$ cat config.mk
export PLATFORM = sky130hd
export DESIGN_NAME = flag_reader_flat
export DESIGN_NICKNAME = d
export VERILOG_FILES = /design/src/rtl/flag_pkg.sv /design/src/rtl/flag_reader_if.sv /design/src/rtl/sync2.sv /design/src/rtl/flag_reader.sv /design/src/flat_wrapper.sv
export SDC_FILE = /design/constraint.sdc
export NUM_CORES = 1
export LEC_CHECK = 0
export ABC_AREA = 0
export CORE_MARGIN = 2
export CORE_UTILIZATION = 25
export CTS_CLUSTER_SIZE = 30
export DETAILED_ROUTE_END_ITERATION = 7
export PLACE_DENSITY = 0.51
export SYNTH_ARGS = -nofsm -noshare
export SYNTH_HDL_FRONTEND = slang
export SYNTH_SLANG_ARGS = --single-unit
$ cat constraint.sdc
create_clock -name clock -period 2.65 [get_ports clock]
set_input_delay 0.53 -clock clock [delete_from_list [all_inputs] [get_ports clock]]
set_output_delay 0.53 -clock clock [all_outputs]
set_load 0.05 [all_outputs]
$ cat src/rtl/flag_pkg.sv
// Shared definitions for the flag reader and the writer-side model.
// Holds the FSM state encoding, the datapath widths, the default timing
// constants, and a saturating increment for the r-asserted counter.
package flag_pkg;

  localparam int DATA_W         = 8;
  localparam int CNT_W          = 8;
  localparam int DEF_CLR_CYCLES = 2;
  localparam int DEF_TIMEOUT    = 15;

  typedef enum logic [2:0] {
    ST_IDLE    = 3'd0,
    ST_CAPTURE = 3'd1,
    ST_CLEAR   = 3'd2,
    ST_WAITLOW = 3'd3,
    ST_HOLD    = 3'd4,
    ST_FAULT   = 3'd5
  } state_t;

  // Counter sticks at all-ones instead of wrapping back to zero.
  function automatic logic [CNT_W-1:0] sat_inc(input logic [CNT_W-1:0] v);
    return (v == {CNT_W{1'b1}}) ? v : v + CNT_W'(1);
  endfunction

endpackage

$ cat src/rtl/flag_reader_if.sv
// Bundle between the flag reader, the external SR flag latch / writer and
// the downstream consumer.
//   flag_q    : q of the external flag latch (asynchronous to the clock)
//   data_in   : writer byte, stable while flag_q=1
//   r         : reset command to the flag latch, active high
//   data_out  : captured byte
//   valid_out : data_out holds an unconsumed byte
//   ready_in  : downstream accepts data_out on valid_out & ready_in
//   error     : sticky, flag did not drop in time
// master = the reader, slave = the environment around it.
interface flag_reader_if;
  import flag_pkg::*;

  logic              flag_q;
  logic [DATA_W-1:0] data_in;
  logic              r;
  logic [DATA_W-1:0] data_out;
  logic              valid_out;
  logic              ready_in;
  logic              error;

  modport master (
    input  flag_q, data_in, ready_in,
    output r, data_out, valid_out, error
  );

  modport slave (
    output flag_q, data_in, ready_in,
    input  r, data_out, valid_out, error
  );

endinterface

$ cat src/rtl/sync2.sv
// Two-flop synchronizer for a single asynchronous level.
//   clock  : destination clock
//   reset_ : asynchronous active-low reset, clears both flops
//   d      : asynchronous input
//   q      : synchronized output, two clock edges after d
module sync2 (
  input  logic clock,
  input  logic reset_,
  input  logic d,
  output logic q
);

  logic meta_reg;
  logic sync_reg;

  always_ff @(posedge clock or negedge reset_) begin
    if (!reset_) begin
      meta_reg <= 1'b0;
      sync_reg <= 1'b0;
    end else begin
      meta_reg <= d;
      sync_reg <= meta_reg;
    end
  end

  assign q = sync_reg;

endmodule

$ cat src/rtl/flag_reader.sv
// Reads bytes handed over through an external SR flag latch.
// The writer sets the latch when data_in is valid; this block synchronizes
// the flag, captures the byte, pulses r to clear the latch, waits for the
// flag to fall, then presents the byte with a valid/ready handshake.
// A flag that never falls within TIMEOUT r-cycles parks the block in a
// sticky error state until reset.
//   clock  : single clock, rising edge
//   reset_ : asynchronous active-low reset
//   bus    : flag_reader_if.master (flag_q, data_in, r, data_out,
//            valid_out, ready_in, error)
// Parameters: CLR_CYCLES (1..7) r cycles per clear request,
//             TIMEOUT (CLR_CYCLES..255) max total r-asserted cycles.
module flag_reader
  import flag_pkg::*;
#(
  parameter int CLR_CYCLES = DEF_CLR_CYCLES,
  parameter int TIMEOUT    = DEF_TIMEOUT
) (
  input logic           clock,
  input logic           reset_,
  flag_reader_if.master bus
);

  localparam logic [CNT_W-1:0] CLR_LAST = CNT_W'(CLR_CYCLES - 1);
  localparam logic [CNT_W-1:0] TO_LAST  = CNT_W'(TIMEOUT - 1);

  logic              flag_s;
  state_t            state_reg, state_next;
  logic [CNT_W-1:0]  cnt_reg, cnt_next;
  logic              capture;
  logic              r_reg;
  logic              valid_reg;
  logic              error_reg;
  logic [DATA_W-1:0] data_reg;

  sync2 u_sync (
    .clock  (clock),
    .reset_ (reset_),
    .d      (bus.flag_q),
    .q      (flag_s)
  );

  // cnt counts every r-asserted cycle since entering CLEAR, so in WAITLOW
  // it already includes the CLEAR cycles and is compared against TIMEOUT.
  always_comb begin
    state_next = state_reg;
    cnt_next   = cnt_reg;
    capture    = 1'b0;
    case (state_reg)
      ST_IDLE: begin
        if (flag_s) state_next = ST_CAPTURE;
      end
      ST_CAPTURE: begin
        capture    = 1'b1;
        cnt_next   = '0;
        state_next = ST_CLEAR;
      end
      ST_CLEAR: begin
        cnt_next = sat_inc(cnt_reg);
        if (cnt_reg >= CLR_LAST) state_next = ST_WAITLOW;
      end
      ST_WAITLOW: begin
        cnt_next = sat_inc(cnt_reg);
        if (!flag_s)                state_next = ST_HOLD;
        else if (cnt_reg >= TO_LAST) state_next = ST_FAULT;
      end
      ST_HOLD: begin
        // A flag set again here is left alone until IDLE samples it.
        if (bus.ready_in) state_next = ST_IDLE;
      end
      ST_FAULT: begin
        state_next = ST_FAULT;
      end
      default: begin
        state_next = ST_IDLE;
      end
    endcase
  end

  // Outputs are decoded from the next state and registered, so r and
  // valid_out change cleanly on the clock edge with no decode glitches.
  always_ff @(posedge clock or negedge reset_) begin
    if (!reset_) begin
      state_reg <= ST_IDLE;
      cnt_reg   <= '0;
      r_reg     <= 1'b0;
      valid_reg <= 1'b0;
      error_reg <= 1'b0;
      data_reg  <= '0;
    end else begin
      state_reg <= state_next;
      cnt_reg   <= cnt_next;
      r_reg     <= (state_next == ST_CLEAR) || (state_next == ST_WAITLOW);
      valid_reg <= (state_next == ST_HOLD);
      error_reg <= (state_next == ST_FAULT);
      if (capture) data_reg <= bus.data_in;
    end
  end

  assign bus.r         = r_reg;
  assign bus.valid_out = valid_reg;
  assign bus.error     = error_reg;
  assign bus.data_out  = data_reg;

endmodule

$ cat src/flat_wrapper.sv
// flat-port wrapper written by rule: the top's interface ports become plain ports
module flag_reader_flat import flag_pkg::*;
#(
  parameter int CLR_CYCLES = DEF_CLR_CYCLES,
  parameter int TIMEOUT    = DEF_TIMEOUT
)
  (clock, reset_, bus_flag_q, bus_data_in, bus_ready_in, bus_r, bus_data_out, bus_valid_out, bus_error);
  flag_reader_if bus_i ();
  input logic clock;
  input logic reset_;
  input wire logic [$bits(bus_i.flag_q)-1:0] bus_flag_q;
  input wire logic [$bits(bus_i.data_in)-1:0] bus_data_in;
  input wire logic [$bits(bus_i.ready_in)-1:0] bus_ready_in;
  output wire logic [$bits(bus_i.r)-1:0] bus_r;
  output wire logic [$bits(bus_i.data_out)-1:0] bus_data_out;
  output wire logic [$bits(bus_i.valid_out)-1:0] bus_valid_out;
  output wire logic [$bits(bus_i.error)-1:0] bus_error;
  assign bus_i.flag_q = bus_flag_q;
  assign bus_i.data_in = bus_data_in;
  assign bus_i.ready_in = bus_ready_in;
  assign bus_r = bus_i.r;
  assign bus_data_out = bus_i.data_out;
  assign bus_valid_out = bus_i.valid_out;
  assign bus_error = bus_i.error;
  flag_reader #(.CLR_CYCLES(CLR_CYCLES), .TIMEOUT(TIMEOUT)) u_core (.clock(clock), .reset_(reset_), .bus(bus_i));
endmodule
== Word-level counts from Yosys, hierarchy flattened ==
Index checks and enable logic that the tools add are counted.
W data, S select, Z words.

* Input port bits: 12
* Output and inout bits: 11
* Register bits after elaboration: 24
* Word-level logic and storage cells: 36

* Equal/unequal tests: 11
* Magnitude comparators: 2
* Mux-type cells: 9
* Add/subtract/negate cells: 1
* Reductions and logical operators: 5

{| class="wikitable"
|+ Operators with widths
! operator !! count
|-
| $pmux W3 S6 || 1
|-
| $pmux W8 S2 || 1
|-
| $mux W3 || 5
|-
| $eq A3 B2 Y1 const B || 4
|-
| $eq A3 B3 Y1 const B || 4
|-
| $add A8 B1 Y8 const B || 1
|-
| $eq A8 B8 Y1 const B || 1
|-
| $ge A8 B1 Y1 const B || 1
|-
| $ge A8 B4 Y1 const B || 1
|-
| $mux W8 || 1
|-
| $eq A3 B1 Y1 const B || 1
|-
| $logic_not A3 Y1 || 1
|-
| $ne A2 B2 Y1 const B || 1
|-
| $reduce_and A2 Y1 || 1
|-
| $reduce_bool A2 Y1 || 1
|-
| $reduce_or A2 Y1 || 1
|-
| $logic_or A1 B1 Y1 || 1
|-
| $mux W1 || 1
|}

== Depth between registers and ports, before layout ==
* Word-level depth: 6
* Depth in mapped cells: 6

== Cells and area by module ==
A second synthesis with hierarchy kept.

* Cells, all modules: 123
* Area total of the unflattened synthesis: 1313.8 sq um

{| class="wikitable"
|+ By module, submodules not included
! module !! times used !! cells each !! area each (sq um)
|-
| flag_reader || 1 || 121 || 1263.7
|-
| sync2 || 1 || 2 || 50.0
|}

== Least setup slack after synthesis ==
Ideal clock, no wire load.

* Kind: reg-to-reg
* Start: reg u_core.state_reg[1]
* End: reg u_core.data_reg[0], in the netlist u_core.bus.data_out[0]
* Slack: 1230 ps
* Data required time: 2525 ps
* Data arrival time: 1295 ps
* Period minus slack after synthesis: 1420 ps
* Stages on the path, launching flop included: 5
* Library setup time: 125 ps
* Path through: dfrtp_1 > buf_4 > nor3b_2 > buf_2 > mux2_2

* Word-level cells in the longest chain between the ends: 2

{| class="wikitable"
|+ RTL lines
! item !! RTL line !! source
|-
| start, declared || flag_reader.sv:28 || <nowiki>state_t state_reg, state_next;</nowiki>
|-
| start signal, assigned || flag_reader.sv:91 || <nowiki>state_reg <= state_next;</nowiki>
|-
| $eq A3 B1 Y1 || flag_reader.sv:49 || <nowiki>case (state_reg)</nowiki>
|-
| $mux W1 || flag_reader.sv:49 ||
|-
| end signal, assigned || flag_reader.sv:96 || <nowiki>if (capture) data_reg <= bus.data_in;</nowiki>
|-
| end, declared || flag_reader.sv:34 || <nowiki>logic [DATA_W-1:0] data_reg;</nowiki>
|}

No other way between the ends.
A chain may end at the register's enable or synchronous reset.

== Worst setup path in the final report ==
* Start: reg u_core.data_reg[6], in the netlist u_core.bus.data_out[6]
* End: out bus_data_out[6]

{| class="wikitable"
|+ RTL lines
! item !! RTL line !! source
|-
| end, declared || flat_wrapper.sv:15 || <nowiki>output wire logic [$bits(bus_i.data_out)-1:0] bus_data_out;</nowiki>
|}

No word-level cell between the ends.

==> out/metrics.cfg <==
[run_status]
status = finished, final reports clean

[route]
firstDrtPassIters = 4
vias_per_cell = 4.831
ant_nets = 0
drt-initial-drc-count = 62
drt_wl_total_um = 2268
wl_per_cell_um = 12.81
route.vias.total = 855
drc = 0

[worst_hold_path]
hp-class = reg2reg

[placed_design]
place.gp.congestion = 0.8716
place_ws_ns = 0.9770
placed_cell_area_sq_um = 1416
dp_hpwl_um = 1660
place_inst = 174
portBuffers = 22

[synth]
synth_area_leaders = dfrtp_1, mux2_2, ha_1
ys_seq_elements = 24
synth_nets = 117
ys_seq_area_share_pct = 52.98
syn-cell-area_sq_um = 1134
syn_inst = 101
yosys_warnings = 0
syn_area_per_cell_sq_um = 11.22
synthDistinctLibCells = 34
synth_top_area_cell = dfrtp_1
netlist.area_leader.share_pct = 52.98

[clocking]
cts_tree = built
ctsResizeCount = 0
cts_made_buffers = 3
clockBufferDepth = 2
cts-root-buf = clkbuf_8
cts.sinks = 24
post-cts-setup-buffer-count = 0
clock_latency_ns = 0.26
cts-htree-levels = 1
clk_pin_slew_ns = 0.08
hold_buffers = 0

[sta]
holdWs_ns = 0.3657
worst_pin_slew_ns = 0.5064
rsz0062_at_grt = no
fin_ws_ns = 0.6946
finalHoldViolations = 0
setup_violations = 0
layout_min_cycle_time_ns = 1.955
slew_viol_final = 0
setup_tns_ns = 0
fin_crit_sh_pct = 73.79
slew_headroom_pct = 66.13
fmax_mhz = 511.4
skew_ns = 0.002887

[floorplanning]
rows = 24
core_area_sq_um = 4354
die-height_um = 71.34
start_util_pct = 26.03
die_x_um = 71.34
io_pins = 23
die_area_sq_um = 5089

[critical_path]
cpPeakStageDelay_ns = 0.80
cp.depth = 1
cp_max_fo = 2
cp.required_ns = 2.12
arrival_ns = 1.43
rr_startpoint = u_core.cnt_reg[0]
r2r-end = u_core.bus.error
crit_family = buffers and inverters
crit_chain = clkdlybuf4s50_1
cp_slowest_cell = clkdlybuf4s50_1
r2r_slack_ns = 1.02
start_kind = flop
reg2regPathDepth = 6
path_class = reg2out
endpoint = bus_data_out[6]
endpoint_kind = primary output
crit_path_start = u_core.bus.data_out[6]
cp_num_buf_inv = 1

[power]
power_density_nw_per_um2 = 1225
vdd_drop_max_uv = 612.3
power.total_mw = 1.786
p_leak_nw = 0.6226

[finish]
final_area_sq_um = 1458
mostFrequentLayoutCells = dfrtp_1, clkdlybuf4s50_1, mux2_2
antennaDiodeCount = 0
final_common_cell = dfrtp_1
num-nets-final = 143
synthToLayoutAreaGrowth_pct = 28.59
drive_gt1_share_pct = 15.20
fin_util_pct = 33.48
fin_cells = 177

[grt]
antenna_found_initial = 0
grtUsageTotal_pct = 9.902
grt_overflow = 0
grt_max_degree = 25
grt_pass1_wl_um = 4057
grt_pass1_vias = 898

[run]
maxCapViolations = 0

-- worst min path at each step --
stage	start	end	depth (start not counted)
global route	u_core.u_sync.meta_reg	u_core.u_sync.q	0
detailed placement	u_core.u_sync.meta_reg	u_core.u_sync.q	0
finish	u_core.u_sync.meta_reg	u_core.u_sync.q	0
global placement	u_core.u_sync.meta_reg	u_core.u_sync.q	0
floorplan	reset_	u_core.bus.data_out[0]	0
CTS	u_core.u_sync.meta_reg	u_core.u_sync.q	0
-- Yosys cell counts (all sizes together) --
cell,count
a211oi,1
a21oi,4
a311oi,1
a31oi,4
and2,2
and3,3
and3b,1
and4,2
and4b,1
buf,3
dfrtp,24
ha,4
inv,6
mux2,8
nand2,7
nand3,4
nand4,2
nor2,3
nor2b,4
nor3,1
nor3b,1
nor4,1
nor4b,1
o211ai,1
o21a,1
o21ai,4
o21ba,1
o221ai,2
o31a,1
or3,2
or3b,1
-- report_power, final --
| group | internal [mW] | leakage (nW) | switching [mW] |
|---|---|---|---|
| clock | 0.101 | 0.0216 | 0.106 |
| combinational | 0.376 | 0.301 | 0.551 |
| sequential | 0.506 | 0.300 | 0.146 |
-- cells by family after synthesis --
kind of cell,synth area share [%]
AOI/OAI and AO/OA,11.81
adders and majority gates,4.415
buffers and inverters,3.532
DFF,52.98
muxes,7.947
and+or+nand+nor,19.32
-- routing by layer --
layer	vias to the layer above	GRT usage, %	part of all wire [%]
met5	-	0	0
met4	0	3.774	0.84
met3	2	1.688	3.7
met2	22	16.26	48
met1	420	13.08	47
li1	411	-	-
-- final cells by class --
class	count	area (sq um)
Multi-Input combinational cell	68	493.0
Clock buffer	3	41.29
Tap cell	52	65.06
Fill cell	443	2897
Timing Repair Buffer	24	235.2
Inverter	6	22.52
Sequential cell	24	600.6
No activity file was read; power rests on OpenSTA's default activity.
